--- src/rtl/if_id_fetch_stage.sv ---
// ---------------------------------------------------------------------------
// if_id_fetch_stage
//   Instruction-fetch stage and IF/ID pipeline register. Keeps the PC, issues
//   single-outstanding requests to instruction memory, and loads the fetched
//   word into IF/ID for decode. Honours the hazard unit's stall (freeze IF/ID
//   and PC) and the EX-stage branch redirect (flush IF/ID, reload PC).
//
// Ports
//   clk, reset_n                 clock, asynchronous active-low reset
//   stall                        1 = hold IF/ID and PC
//   branch_taken, branch_target  redirect from EX (target bits [1:0] ignored)
//   imem_req, imem_addr          one-cycle request strobe and fetch address
//   imem_rvalid, imem_rdata      response strobe and instruction word
//   if_id_pc/instr/valid         IF/ID contents presented to decode
//   dbg_state                    current FSM state (IDLE=0 REQ=1 WAIT=2 HOLD=3)
//
// Handshake: the request side is a strobe the memory always accepts; the
// response side is a strobe with no back-pressure. Only one request is ever
// outstanding, so a response always belongs to the most recent request.
// ---------------------------------------------------------------------------
module if_id_fetch_stage #(
    parameter int                XLEN      = 32,
    parameter logic [XLEN-1:0]   RESET_PC  = '0,
    parameter logic [31:0]       NOP_INSTR = 32'h0000_0013
) (
    input  logic              clk,
    input  logic              reset_n,
    input  logic              stall,
    input  logic              branch_taken,
    input  logic [XLEN-1:0]   branch_target,
    output logic              imem_req,
    output logic [XLEN-1:0]   imem_addr,
    input  logic              imem_rvalid,
    input  logic [31:0]       imem_rdata,
    output logic [XLEN-1:0]   if_id_pc,
    output logic [31:0]       if_id_instr,
    output logic              if_id_valid,
    output logic [1:0]        dbg_state
);

    typedef enum logic [1:0] {
        S_IDLE = 2'd0,
        S_REQ  = 2'd1,
        S_WAIT = 2'd2,
        S_HOLD = 2'd3
    } state_t;

    state_t            state_q, state_d;
    logic [XLEN-1:0]   pc_q, pc_d;
    logic [XLEN-1:0]   if_id_pc_q, if_id_pc_d;
    logic [31:0]       if_id_instr_q, if_id_instr_d;
    logic              if_id_valid_q, if_id_valid_d;
    logic              drop_q, drop_d;
    logic [31:0]       skid_instr_q, skid_instr_d;
    logic [XLEN-1:0]   skid_pc_q, skid_pc_d;
    logic [XLEN-1:0]   pc_plus4;

    assign pc_plus4 = pc_q + XLEN'(4);

    always_ff @(posedge clk or negedge reset_n) begin
        if (!reset_n) begin
            state_q       <= S_IDLE;
            pc_q          <= RESET_PC;
            if_id_pc_q    <= '0;
            if_id_instr_q <= NOP_INSTR;
            if_id_valid_q <= 1'b0;
            drop_q        <= 1'b0;
            skid_instr_q  <= NOP_INSTR;
            skid_pc_q     <= '0;
        end else begin
            state_q       <= state_d;
            pc_q          <= pc_d;
            if_id_pc_q    <= if_id_pc_d;
            if_id_instr_q <= if_id_instr_d;
            if_id_valid_q <= if_id_valid_d;
            drop_q        <= drop_d;
            skid_instr_q  <= skid_instr_d;
            skid_pc_q     <= skid_pc_d;
        end
    end

    always_comb begin
        state_d       = state_q;
        pc_d          = pc_q;
        if_id_pc_d    = if_id_pc_q;
        if_id_instr_d = if_id_instr_q;
        if_id_valid_d = if_id_valid_q;
        drop_d        = drop_q;
        skid_instr_d  = skid_instr_q;
        skid_pc_d     = skid_pc_q;

        case (state_q)
            S_IDLE: state_d = S_REQ;
            S_REQ:  state_d = S_WAIT;
            S_WAIT: begin
                if (imem_rvalid && drop_q) begin
                    // Response to a request issued before a redirect: pc
                    // already holds the target, so just re-issue.
                    drop_d  = 1'b0;
                    state_d = S_REQ;
                    if (!stall) begin
                        if_id_instr_d = NOP_INSTR;
                        if_id_valid_d = 1'b0;
                    end
                end else if (imem_rvalid && !stall) begin
                    if_id_pc_d    = pc_q;
                    if_id_instr_d = imem_rdata;
                    if_id_valid_d = 1'b1;
                    pc_d          = pc_plus4;
                    state_d       = S_REQ;
                end else if (imem_rvalid) begin
                    // Memory cannot be back-pressured: park the word.
                    skid_instr_d = imem_rdata;
                    skid_pc_d    = pc_q;
                    state_d      = S_HOLD;
                end else if (!stall) begin
                    if_id_instr_d = NOP_INSTR;
                    if_id_valid_d = 1'b0;
                end
            end
            S_HOLD: begin
                if (!stall) begin
                    if_id_pc_d    = skid_pc_q;
                    if_id_instr_d = skid_instr_q;
                    if_id_valid_d = 1'b1;
                    pc_d          = pc_plus4;
                    state_d       = S_REQ;
                end
            end
            default: state_d = S_IDLE;
        endcase

        // Redirect overrides everything above, including stall.
        if (branch_taken) begin
            if_id_instr_d = NOP_INSTR;
            if_id_valid_d = 1'b0;
            pc_d          = {branch_target[XLEN-1:2], 2'b00};
            skid_instr_d  = NOP_INSTR;
            state_d       = S_REQ;
            drop_d        = 1'b0;
            // A request for the old pc is in flight: its response must be
            // thrown away before fetching the target.
            if (state_q == S_REQ || (state_q == S_WAIT && !imem_rvalid)) begin
                drop_d  = 1'b1;
                state_d = S_WAIT;
            end
        end
    end

    assign imem_req    = (state_q == S_REQ);
    assign imem_addr   = pc_q;
    assign if_id_pc    = if_id_pc_q;
    assign if_id_instr = if_id_instr_q;
    assign if_id_valid = if_id_valid_q;
    assign dbg_state   = state_q;

endmodule
--- config.mk ---
export PLATFORM = sky130hd
export DESIGN_NAME = if_id_fetch_stage
export DESIGN_NICKNAME = d
export VERILOG_FILES = /design/src/rtl/if_id_fetch_stage.sv
export SDC_FILE = /design/constraint.sdc
export NUM_CORES = 1
export LEC_CHECK = 0
export ABC_AREA = 1
export ABC_CLOCK_PERIOD_IN_PS = 4200
export CORE_UTILIZATION = 55
export DETAILED_ROUTE_END_ITERATION = 8
export PLACE_DENSITY = 0.89
export SLEW_MARGIN = 20
export SYNTH_ARGS = -nofsm -noshare
export SYNTH_HDL_FRONTEND = slang
export SYNTH_SLANG_ARGS = --single-unit
--- constraint.sdc ---
create_clock -name clk -period 4.2 [get_ports clk]
set_clock_uncertainty 0.1 [all_clocks]
set_input_delay 0.63 -clock clk [delete_from_list [all_inputs] [get_ports clk]]
set_output_delay 0.63 -clock clk [all_outputs]
set_load 0.05 [all_outputs]
==> results of run 1 <==
==> final cells by class <==
cell class	instances	area [sq um]
Tap cell	180	225
Fill cell	1072	3790
Sequential cell	158	3960
Inverter	97	364
Multi-Input combinational cell	718	3270
Clock buffer	22	464
Clock inverter	10	114
Timing Repair Buffer	170	1700
==> power by group through the flow <==
stage | clock [W] | sequential (W) | combinational (W)
2_1_floorplan | 0 | 0.00359 | 0.00146
3_3_place_gp | 0 | 0.00247 | 0.00370
3_5_place_dp | 0 | 0.00248 | 0.00379
4_1_cts | 0.00152 | 0.00247 | 0.00382
5_1_grt | 0.00158 | 0.00255 | 0.00412
6_report | 0.00150 | 0.00248 | 0.00382
==> state kept, by name, summed over array words and instances (netlist names) <==
signal	cells
skid_pc_q	30
if_id_pc	30
dbg_state	2
skid_instr_q	32
drop_q	1
if_id_valid	1
if_id_instr	32
imem_addr	30
==> layer usage <==
| layer | global-route usage | vias to the layer above |
|---|---|---|
| li1 | - | 3580 |
| met1 | 0.390 | 3602 |
| met2 | 0.487 | 343 |
| met3 | 0.0498 | 31 |
| met4 | 0.112 | 0 |
| met5 | 0 | - |
==> path summary, 6_finish.rpt <==
kind / to / depth (start not counted) / slack [ns]
setup / recovery: if_id_pc[22] / 8 / 1.35
hold / removal: if_id_instr[6] / 1 / 0.22
setup reg to reg: if_id_instr[31] / 4 / 1.47
hold reg to reg: skid_instr_q[28] / 2 / 0.38
max in group asynchronous: skid_instr_q[23] / 2 / 3.00
min in group clk: skid_instr_q[28] / 2 / 0.38
==> cell usage after synthesis <==
master and count:
buf_2 18, o22ai_1 1, o22a_1 2, nor2_1 79, xor2_1 4, o31ai_1 1, clkinv_1 1, xnor2_1 1
nor2_2 3, clkbuf_1 26, o21a_1 2, inv_1 89, a21oi_1 32, dfrtp_1 152, nand4_1 2, o21ai_0 128
inv_2 7, and2_1 2, a21oi_2 1, o21ai_2 1, buf_4 7, nand2_1 310, o211ai_1 4, o21ai_1 45
nand2_2 3, dfstp_2 6, nand3_1 54, nand3_2 1, buf_1 6, a31oi_1 30, nor3_1 1, ha_1 5
and3_1 1, conb_1 1, nand3_4 1
==> cell families after synthesis <==
group,Yosys count,share of synthesized area
buffers and inverters,154,0.0800
XOR/XNOR,5,0.00559
flip-flops,158,0.505
adder cells (fa/ha/maj),5,0.00798
other,1,0.000478
AO/OA/AOI/OAI,247,0.167
AND/OR/NAND/NOR,457,0.234
==> per-stage QoR <==
stage	area, sq um	util	total power (W)	setup WS [ns]
after global placement	9510	0.685	0.00618	1.03
after CTS	10100	0.727	0.00781	1.37
after global routing	10100	0.727	0.00825	1.15
final	10100	0.727	0.00780	1.35
after floorplan	7850	-	0.00506	2.14
after detailed placement	9510	0.685	0.00628	0.968
==> flow_metrics.env, run 1 <==
export IMPL_synth_top_cell_area_share=0.485
export IMPL_diodes=0
export IMPL_area_growth_syn_to_layout_pct=28.8
export IMPL_placed_cells=1323
export IMPL_layout_common_cells="310 x nand2_1, 161 x clkdlybuf4s50_1, 152 x dfrtp_1"
export IMPL_crit_buf_inv=3
export IMPL_clk_latency_ns=0.42
export IMPL_grt_pass1_wl_um=34200
export IMPL_clock_fmax_ghz=0.351
export IMPL_clock_sinks=158
export IMPL_hold_viol=0
export IMPL_synth_cell_types=35
export IMPL_cts_resized_gates=0
export IMPL_swShare=0.469
export IMPL_final_common_cell="nand2_1"
export IMPL_ys_warnings_count=0
export IMPL_final_net_count=1236
export IMPL_place_congestion=0.886
export IMPL_cts_clk_slew_worst_paths_ns=0.06
export IMPL_start_kind="primary input"
export IMPL_cts_tree="yes"
export IMPL_drt_iter0_markers=840
export IMPL_end_kind="flop"
export IMPL_rsz0062_at_grt="false"
export IMPL_cts_root_buf="clkbuf_16"
export IMPL_ys_seq_area_frac=0.505
export IMPL_crit_path_cell_trace="clkdlybuf4s50_1 > inv_2 > nand3_2 > nand2_1 > nand2_2 > inv_2 > nor2_1 > a31oi_1"
export IMPL_setup_tns_ns=0
export IMPL_cts_path_max_buffers=2
export IMPL_die_h_um=121
export IMPL_start_util=0.565
export IMPL_rr_startpoint="dbg_state[0]"
export IMPL_critPathLaunch="stall"
export IMPL_cpMostUsedCell="inv_2"
export IMPL_status="finished, final reports clean"
export IMPL_die_width_um=121
export IMPL_p_int_w=0.00414
export IMPL_whs_ns=0.222
export IMPL_post_drt_via_cell_ratio=5.58
export IMPL_maxCapViolations=0
export IMPL_antenna_found_initial=0
export IMPL_slew_headroom=0.265
export IMPL_setup_viol=0
export IMPL_globalRoute_totalOverflow=0
export IMPL_rows=43
export IMPL_netlist_area_sq_um=7840
export IMPL_drcViolationCount=0
export IMPL_grtUsageTotal=0.295
export IMPL_wl_per_cell_um=15.5
export IMPL_worst_path_max_fanout=60
export IMPL_final_cells=1355
export IMPL_p_leak_nw=4.52
export IMPL_top_layer="met4"
export IMPL_ctsHoldBuffers=0
export IMPL_p_sw_w=0.00366
export IMPL_postCtsSetupRepairBufs=0
export IMPL_crit_type="in -> reg"
export IMPL_numCtsBuffers=17
export IMPL_pwr_share_clk=0.193
export IMPL_synth_seq_cells=158
export IMPL_place_hpwl_um=13400
export IMPL_wl_met2_um=10200
export IMPL_grt_pass1_vias=7011
export IMPL_first_pass_iters=5
export IMPL_slowest_delay_ns=0.67
export IMPL_power_share_sequential=0.317
export IMPL_crit_slowest_cell="inv_2"
export IMPL_cts_max_level=4
export IMPL_ios=169
export IMPL_synthCells=1027
export IMPL_ir_drop_mv=0.467
export IMPL_wl_met3_um=1650
export IMPL_combPwrFrac=0.490
export IMPL_die_area_sq_um=14700
export IMPL_drive_gt1_frac=0.0536
export IMPL_routed_wl_um=21000
export IMPL_grt_max_degree=116
export IMPL_synth_area_top_cells="dfrtp_1 49%, nand2_1 15%, o21ai_0 8.2%, inv_1 4.3%, nor2_1 3.8%"
export IMPL_finalCritPeriodShare=0.679
export IMPL_core_sq_um=13900
export IMPL_met1_length_um=8770
export IMPL_path_delay_family="buffers and inverters"
export IMPL_syn_area_per_cell_sq_um=7.63
export IMPL_critPathArrivalTime_ns=3.08
export IMPL_cp_required_ns=4.43
export IMPL_slew_viol_final=0
export IMPL_post_route_min_period_ns=2.85
export IMPL_tightest_slew_ns=1.10
export IMPL_powerDensity_nw_per_um2=773
export IMPL_min_path_type="in -> async"
export IMPL_via_count=7556
export IMPL_yosys_area_top_type="dfrtp_1"
export IMPL_portBuffers=162
export IMPL_antenna_left=0
Note: power is estimated with default switching activity, not from simulation.
==> inputs of run 2 (changes only) <==
--- a/config.mk
+++ b/config.mk
@@ -6,10 +6,10 @@
 export NUM_CORES = 1
 export LEC_CHECK = 0
 export ABC_AREA = 1
-export ABC_CLOCK_PERIOD_IN_PS = 4200
-export CORE_UTILIZATION = 55
+export ABC_CLOCK_PERIOD_IN_PS = 2380
+export CORE_UTILIZATION = 46
 export DETAILED_ROUTE_END_ITERATION = 8
-export PLACE_DENSITY = 0.89
+export PLACE_DENSITY = 0.79
 export SLEW_MARGIN = 20
 export SYNTH_ARGS = -nofsm -noshare
 export SYNTH_HDL_FRONTEND = slang
==> constraint.sdc (replaced) <==
create_clock -name clk -period 2.38 [get_ports clk]
set_clock_uncertainty 0.1 [all_clocks]
set_input_delay 0.357 -clock clk [delete_from_list [all_inputs] [get_ports clk]]
set_output_delay 0.357 -clock clk [all_outputs]
set_load 0.05 [all_outputs]
==> run 2 against run 1 <==
  * First-iteration DRC count fell by 27%
  * Via count fell by 2.8%
  * Setup slack got worse by 1.3 ns
  * Critical path type is now reg -> out
  * Sequential cell count did not move
  * Critical path depth fell by 7
  * Sequential share of layout area fell by 0.95 points
==> flow_metrics.env, run 2 (synthesized netlist as in run 1, its figures left out) <==
export IMPL_grt_pass1_vias=7015
export IMPL_worst_path_max_fanout=7
export IMPL_tightest_slew_ns=0.589
export IMPL_path_delay_family="buffers and inverters"
export IMPL_ir_drop_mv=0.784
export IMPL_clock_fmax_ghz=0.438
export IMPL_final_cell_area_sq_um=10300
export IMPL_hold_viol=0
export IMPL_start_kind="flop"
export IMPL_routed_wl_um=21300
export IMPL_drive_gt1_frac=0.0616
export IMPL_cts_path_max_buffers=2
export IMPL_core_sq_um=16600
export IMPL_post_route_min_period_ns=2.28
export IMPL_layout_common_cells="310 x nand2_1, 160 x clkdlybuf4s50_1, 152 x dfrtp_1"
export IMPL_drcViolationCount=0
export IMPL_start_util=0.473
export IMPL_clk_latency_ns=0.43
export IMPL_swShare=0.461
export IMPL_cts_clk_slew_worst_paths_ns=0.06
export IMPL_place_area_sq_um=9720
export IMPL_portBuffers=162
export IMPL_post_drt_via_cell_ratio=5.22
export IMPL_diodes=0
export IMPL_antenna_left=0
export IMPL_clock_sinks=158
export IMPL_finalCritPeriodShare=0.959
export IMPL_rsz0062_at_grt="false"
export IMPL_post_place_ws_ns=0.130
export IMPL_status="finished, final reports clean"
export IMPL_rr_startpoint="dbg_state[0]"
export IMPL_place_congestion=0.924
export IMPL_critPathLaunch="imem_addr[13]"
export IMPL_p_int_w=0.00759
export IMPL_place_hpwl_um=14200
export IMPL_p_sw_w=0.00648
export IMPL_setup_viol=0
export IMPL_maxCapViolations=0
export IMPL_wl_per_cell_um=15.2
export IMPL_die_h_um=133
export IMPL_grt_max_degree=62
export IMPL_die_area_sq_um=17600
export IMPL_setup_tns_ns=0
export IMPL_grt_pass1_wl_um=35100
export IMPL_slew_viol_final=0
export IMPL_first_pass_iters=7
export IMPL_grtUsageTotal=0.252
export IMPL_cp_required_ns=1.92
export IMPL_cts_max_level=4
export IMPL_crit_type="reg -> out"
export IMPL_final_common_cell="nand2_1"
export IMPL_ios=169
export IMPL_crit_buf_inv=1
export IMPL_crit_slowest_cell="clkdlybuf4s50_1"
export IMPL_globalRoute_totalOverflow=0
export IMPL_powerDensity_nw_per_um2=1360
export IMPL_rows=47
export IMPL_combPwrFrac=0.489
export IMPL_antenna_found_initial=0
export IMPL_pwr_share_clk=0.200
export IMPL_power_share_sequential=0.310
export IMPL_final_core_util=0.624
export IMPL_cts_root_buf="clkbuf_16"
export IMPL_cts_tree="yes"
export IMPL_end_kind="output port"
export IMPL_slowest_delay_ns=0.89
export IMPL_slew_headroom=0.607
export IMPL_via_count=7346
export IMPL_setup_slack_ns=0.0982
export IMPL_area_growth_syn_to_layout_pct=32.0
export IMPL_final_net_count=1247
export IMPL_die_width_um=133
export IMPL_crit_path_cell_trace="clkdlybuf4s50_1"
export IMPL_min_path_type="in -> async"
export IMPL_numCtsBuffers=17
export IMPL_drt_iter0_markers=613
export IMPL_p_leak_nw=4.62
export IMPL_critPathArrivalTime_ns=1.82
run 2: changes by cell type in the layout (fill, tap and decap cells not counted), sizes merged:
cell,change
dlygate4sd2,+1
dlygate4sd3,+1
bufinv,+1
clkdlybuf4s50,-1
inv,+1
buf,+11
clkinvlp,-2
clkinv,-1
run 2: power by group through the flow:
stage | Sequential, W | Combinational [W] | Clock, W
after floorplan | 0.00634 | 0.00258 | 0
after CTS | 0.00436 | 0.00693 | 0.00284
after detailed placement | 0.00439 | 0.00689 | 0
after global routing | 0.00450 | 0.00745 | 0.00296
after global placement | 0.00436 | 0.00678 | 0
final | 0.00437 | 0.00688 | 0.00282
run 2: per-layer routing:
layer  vias to the layer above  GRT usage  wire length [um]
met2                       261      0.410             10200
met4                         0     0.0964               441
li1                       3613          -                 -
met3                        38     0.0498              1390
met1                      3434      0.331              9350
met5                         -          0                 0
run 2: cell type report:
type,instances,area [sq um]
Timing Repair Buffer,181,1870
Multi-Input combinational cell,718,3270
Sequential cell,158,3960
Clock buffer,23,478
Inverter,97,364
Fill cell,1478,6240
Clock inverter,9,133
Tap cell,220,275
run 2: worst paths after layout:
check,end,slack (ns),depth (start not counted)
setup / recovery,imem_addr[13],0.1,1
hold / removal,if_id_instr[10],0.38,2
setup reg to reg,imem_addr[22],0.24,10
hold reg to reg,skid_instr_q[19],0.38,2
max in group asynchronous,if_id_instr[19],1.13,3
min in group clk,skid_instr_q[19],0.38,2
run 2: what timing repair did:
item / 4_1_cts / 5_1_grt
setup buffers: 0 / 0
hold buffers: 1 / 0
endpoints found under the setup margin: 1 / 0
gates resized for setup: 1 / 0
hold endpoints to repair: 51 / 0
run 2: through the flow:
step | hold slack [ns] | std cells | power (W)
finish | 0.378 | 1406 | 0.0141
global route | 0.400 | 1406 | 0.0149
CTS | 0.384 | 1406 | 0.0141
detailed placement | 0.274 | 1373 | 0.0113
global placement | 0.271 | 1373 | 0.0111
floorplan | -0.0386 | 1030 | 0.00893
